$ cat config.mk
export PLATFORM = sky130hd
export DESIGN_NAME = uart_transmitter
export DESIGN_NICKNAME = d
export VERILOG_FILES = /design/src/rtl/uart_pkg.sv /design/src/rtl/uart_baud_counter.sv /design/src/rtl/uart_transmitter.sv
export SDC_FILE = /design/constraint.sdc
export NUM_CORES = 1
export LEC_CHECK = 0
export ABC_AREA = 0
export ABC_CLOCK_PERIOD_IN_PS = 3500
export BUFFER_PORTS_ARGS = -buffer_cell sky130_fd_sc_hd__buf_2
export CORE_ASPECT_RATIO = 1.2
export CORE_MARGIN = 2
export CORE_UTILIZATION = 24
export CTS_CLUSTER_DIAMETER = 100
export DETAILED_ROUTE_END_ITERATION = 7
export PLACE_DENSITY = 0.49
export SLEW_MARGIN = 20
export SYNTH_ARGS = -nofsm -noshare
export SYNTH_HDL_FRONTEND = slang
export SYNTH_SLANG_ARGS = --single-unit
$ cat constraint.sdc
create_clock -name clock -period 3.5 [get_ports clock]
set_input_delay 0.7 -clock clock [delete_from_list [all_inputs] [get_ports clock]]
set_output_delay 0.7 -clock clock [all_outputs]
set_load 0.1 [all_outputs]
$ cat src/rtl/uart_pkg.sv
// Shared definitions for the UART transmitter: frame constants, line levels
// and the transmitter state type.
// Optional feature macro: UART_TX_PARITY_EN (adds an even-parity bit state).
package uart_pkg;

  localparam int unsigned DATA_BITS = 8;

  localparam logic IDLE_LEVEL  = 1'b1;
  localparam logic START_LEVEL = 1'b0;
  localparam logic STOP_LEVEL  = 1'b1;

`ifdef UART_TX_PARITY_EN
  typedef enum logic [2:0] {
    IDLE,
    START,
    DATA,
    PARITY,
    STOP
  } state_e;
`else
  typedef enum logic [2:0] {
    IDLE,
    START,
    DATA,
    STOP
  } state_e;
`endif

endpackage

$ cat src/rtl/uart_baud_counter.sv
// Bit-period timer: counts clock cycles within one serial bit and pulses
// bit_done_o on the last cycle of the bit. Held at zero while clear_i is high.
module uart_baud_counter #(
  parameter int unsigned CLOCKS_PER_BIT = 87
) (
  input  logic clk_i,
  input  logic rst_ni,
  input  logic clear_i,
  output logic bit_done_o
);

  localparam int unsigned CNT_W = $clog2(CLOCKS_PER_BIT);

  logic [CNT_W-1:0] cnt_q;
  logic [CNT_W-1:0] cnt_d;

  assign bit_done_o = (cnt_q == CNT_W'(CLOCKS_PER_BIT - 1));

  // Next count: wrap to zero on every bit boundary or while held clear.
  always_comb begin
    cnt_d = cnt_q + CNT_W'(1);
    if (clear_i || bit_done_o) begin
      cnt_d = '0;
    end
  end

  // Counter register.
  always_ff @(posedge clk_i or negedge rst_ni) begin
    if (!rst_ni) begin
      cnt_q <= '0;
    end else begin
      cnt_q <= cnt_d;
    end
  end

endmodule

$ cat src/rtl/uart_transmitter.sv
// UART transmitter: 8 data bits LSB first, one start bit, one stop bit,
// CLOCKS_PER_BIT clock cycles per bit. Requests arriving while a frame is in
// flight are dropped.
// Optional feature macro: UART_TX_PARITY_EN (even parity bit before stop).
module uart_transmitter
  import uart_pkg::*;
#(
  parameter int unsigned CLOCKS_PER_BIT = 87
) (
  input  logic                 clock,
  input  logic                 reset_n,
  input  logic                 output_valid,
  input  logic [DATA_BITS-1:0] output_data,
  output logic                 serial_tx,
  output logic                 active
);

  state_e               state_q;
  logic [DATA_BITS-1:0] data_q;
  logic [2:0]           idx_q;
  logic                 bit_done;
  logic                 cnt_clear;

  // The bit timer is parked at zero in IDLE so START gets a full bit period
  // counted from the accepting edge.
  assign cnt_clear = (state_q == IDLE);

  uart_baud_counter #(
    .CLOCKS_PER_BIT(CLOCKS_PER_BIT)
  ) u_baud_counter (
    .clk_i     (clock),
    .rst_ni    (reset_n),
    .clear_i   (cnt_clear),
    .bit_done_o(bit_done)
  );

  // Frame sequencer with registered line and busy outputs.
  always_ff @(posedge clock or negedge reset_n) begin
    if (!reset_n) begin
      state_q   <= IDLE;
      data_q    <= '0;
      idx_q     <= '0;
      serial_tx <= IDLE_LEVEL;
      active    <= 1'b0;
    end else begin
      case (state_q)
        IDLE: begin
          if (output_valid) begin
            data_q    <= output_data;
            state_q   <= START;
            serial_tx <= START_LEVEL;
            active    <= 1'b1;
          end
        end
        START: begin
          if (bit_done) begin
            state_q   <= DATA;
            idx_q     <= '0;
            serial_tx <= data_q[0];
          end
        end
        DATA: begin
          if (bit_done) begin
            if (idx_q == 3'(DATA_BITS - 1)) begin
              idx_q <= '0;
`ifdef UART_TX_PARITY_EN
              state_q   <= PARITY;
              serial_tx <= ^data_q;
`else
              state_q   <= STOP;
              serial_tx <= STOP_LEVEL;
`endif
            end else begin
              idx_q     <= idx_q + 3'd1;
              serial_tx <= data_q[idx_q + 3'd1];
            end
          end
        end
`ifdef UART_TX_PARITY_EN
        PARITY: begin
          if (bit_done) begin
            state_q   <= STOP;
            serial_tx <= STOP_LEVEL;
          end
        end
`endif
        STOP: begin
          if (bit_done) begin
            state_q   <= IDLE;
            serial_tx <= IDLE_LEVEL;
            active    <= 1'b0;
          end
        end
        default: begin
          state_q   <= IDLE;
          serial_tx <= IDLE_LEVEL;
          active    <= 1'b0;
        end
      endcase
    end
  end

endmodule

==> impl_metrics.toml <==
[critical_path]
crit_fanout = 2
worst-r2r-cell-count = 5
cp.required_ps = 2800
crit_buf_inv = 1
worstSetupPathType = "register to output pin"
path_cells = "buf_2"
startpoint_type = "register"
r2r_end = "serial_tx"
critPathSlowestCell = "dfstp_2"
r2r-start = "idx_q[0]"
ff2ff_setup_slack_ps = 1650
worstSetupEndpointType = "output pin"
critical_path_arrival_ps = 1220
max_stage_delay_ps = 540
critPathTopFamily = "flip-flops"

[logic_synthesis]
synth_top_area_frac = 0.448
ys_seq_area_frac = 0.470
synth_top_area_cell = "dfrtp_1"
synthAdderAreaFrac = 0.0959
synth_simple_gate_area_share = 0.143
synth_top_family_by_area = "simple AND/OR/NAND/NOR gates"
synth.area.top_cells = "dfrtp_1 45%, mux2_2 11%, ha_1 9.6%"
synth-xor-area-share = 0.0373
netlist-cell-type-count = 33
yosysWarnings = 0
synth_fp_nets = 119
synth_compound_area_frac = 0.0949
synthMuxAreaShare = 0.140
ys_ff_latch = 22
syn_inst = 99
avgSynthCellArea_um2 = 11.9
syn-cell-area_um2 = 1170

[route]
via_count = 781
dr.pass1.iters = 4
drt_iter0_markers = 31
drc = 0
ant_nets = 0
avgViaCountPerCell = 4.54
wl_mm = 2.20
wl_per_cell_um = 12.8

[global_route]
grt_max_degree = 23
grt_overflow = 0
groute.usage.overall = 0.0899
grt_pass1_wl_mm = 3.66
antenna_found_initial = 0
first_global_vias = 795

[die]
rows = 27
die_h_um = 80.6
dieArea_um2 = 5470
pin_count = 13
initial_core_util = 0.252
core_area_um2 = 4660
die_w_um = 67.8

[final_layout]
finish.utilization = 0.295
layout_commonest_cell = "dfrtp_1"
drive_gt1_frac = 0.333
final_area_um2 = 1370
final_cell_mix = "21 x dfrtp_1, 12 x buf_2, 11 x nor2_1, 11 x mux2_2, 9 x ha_1"
area_growth_pct = 17.1
antennaDiodeCount = 0
fin_nets = 135

[clock_tree]
clock-sinks = 22
root_buffer = "clkbuf_8"
cts_tree = "yes"
postCtsSetupBuffers = 0
cts-resized-gates = 0
clk_pin_slew_worst_paths_ps = 90
clk_latency_ps = 260
cts_buffer_depth = 2
cts_htree_levels = 1
hold_buffers = 0
numCtsBuffers = 3

[place]
dpl-instance-area_um2 = 1300
hpwl_mm = 1.70
dp_slack_ps = 1650
finalWeightedCongestion = 0.840
portBuffers = 12

[power]
power_density_nw_per_um2 = 366
ir_drop_v = 0.000125
leakage_nw = 0.664

[timing]
clock-skew-final_ps = 5.05
final_max_slew_viol_count = 0
rsz0062_at_grt = "false"
tightestPinTransition_ps = 499
whs_ps = 391
clock.fmax_mhz = 520
setup_viol = 0
fin_crit_ps = 1920
setup_tns_ps = 0
setup_slack_ps = 1580
fin_crit_sh = 0.550
final_hold_viol_count = 0
relSlewSlack = 0.667

[worst_hold_path]
hp-class = "primary input to asynchronous set/reset pin"

[outcome]
status = "completed"

[flow_run]
cap_violations = 0
-- routing by layer --
metal	vias up	part of all wire	track usage
met4	0	0.0064	0.0240
met2	11	0.51	0.154
met3	2	0.031	0.0252
li1	385	-	-
met5	-	0	0
met1	383	0.46	0.109
-- cell families (layout without fill, tap and decap cells) --
group,after synthesis,after routing
buf+inv,6,21
compound gates,13,13
flops,22,22
fa+ha+maj,9,9
mux,14,14
xor+xnor,5,5
simple gates,30,30
-- how the worst max path moves through the flow --
stage / from / to / slack [ps] / cells after the start
finish: serial_tx / serial_tx / 1580 / 1
global route: idx_q[0] / serial_tx / 1530 / 5
CTS: serial_tx / serial_tx / 1570 / 1
detailed placement: idx_q[0] / serial_tx / 1650 / 5
global placement: idx_q[0] / serial_tx / 1690 / 5
floorplan: idx_q[0] / serial_tx / 1780 / 5
-- through the flow --
step           std cells  total power [mW]
6_report             172             0.503
5_1_grt              172             0.527
4_1_cts              172             0.510
3_5_place_dp         168             0.270
3_3_place_gp         168             0.270
2_1_floorplan         99             0.259
-- state kept, by name, indices dropped and copies added, names as in the netlist --
name,flops
data_q,8
active,1
u_baud_counter.cnt_q,7
idx_q,3
state_q,2
serial_tx,1
-- power breakdown --
part	internal [mW]	total, mW	switching (mW)	leakage (nW)
Clock	0.153	0.239	0.0860	0.0357
Sequential	0.254	0.254	0	0.284
Combinational	0.00397	0.0103	0.00637	0.344
Total	0.411	0.503	0.0924	0.664
-- area by class of cell --
cell class | count | area, um^2
inverters | 5 | 18.8
well taps | 58 | 72.6
flip-flops and latches | 22 | 552
clock inverters | 1 | 30.0
multi-input cells | 71 | 599
fillers | 489 | 3290
repair buffers | 12 | 60.1
clock buffers | 3 | 41.3
-- synth_stat cells (all sizes together) --
master   n
dfrtp   21
mux2    13
nor2    12
ha       9
inv      5
nand3    5
nor3     3
xor2     3
a211oi   2
a31oi    2
a32o     2
nand2    2
nor2b    2
xnor2    2
a21o     1
a21oi    1
a22oi    1
a41oi    1
and2     1
and3     1
and4bb   1
clkbuf   1
dfstp    1
mux2i    1
nand3b   1
nand4    1
o21ai    1
o31ai    1
o32a     1
or2      1
No activity file was read; power rests on OpenSTA's default activity.
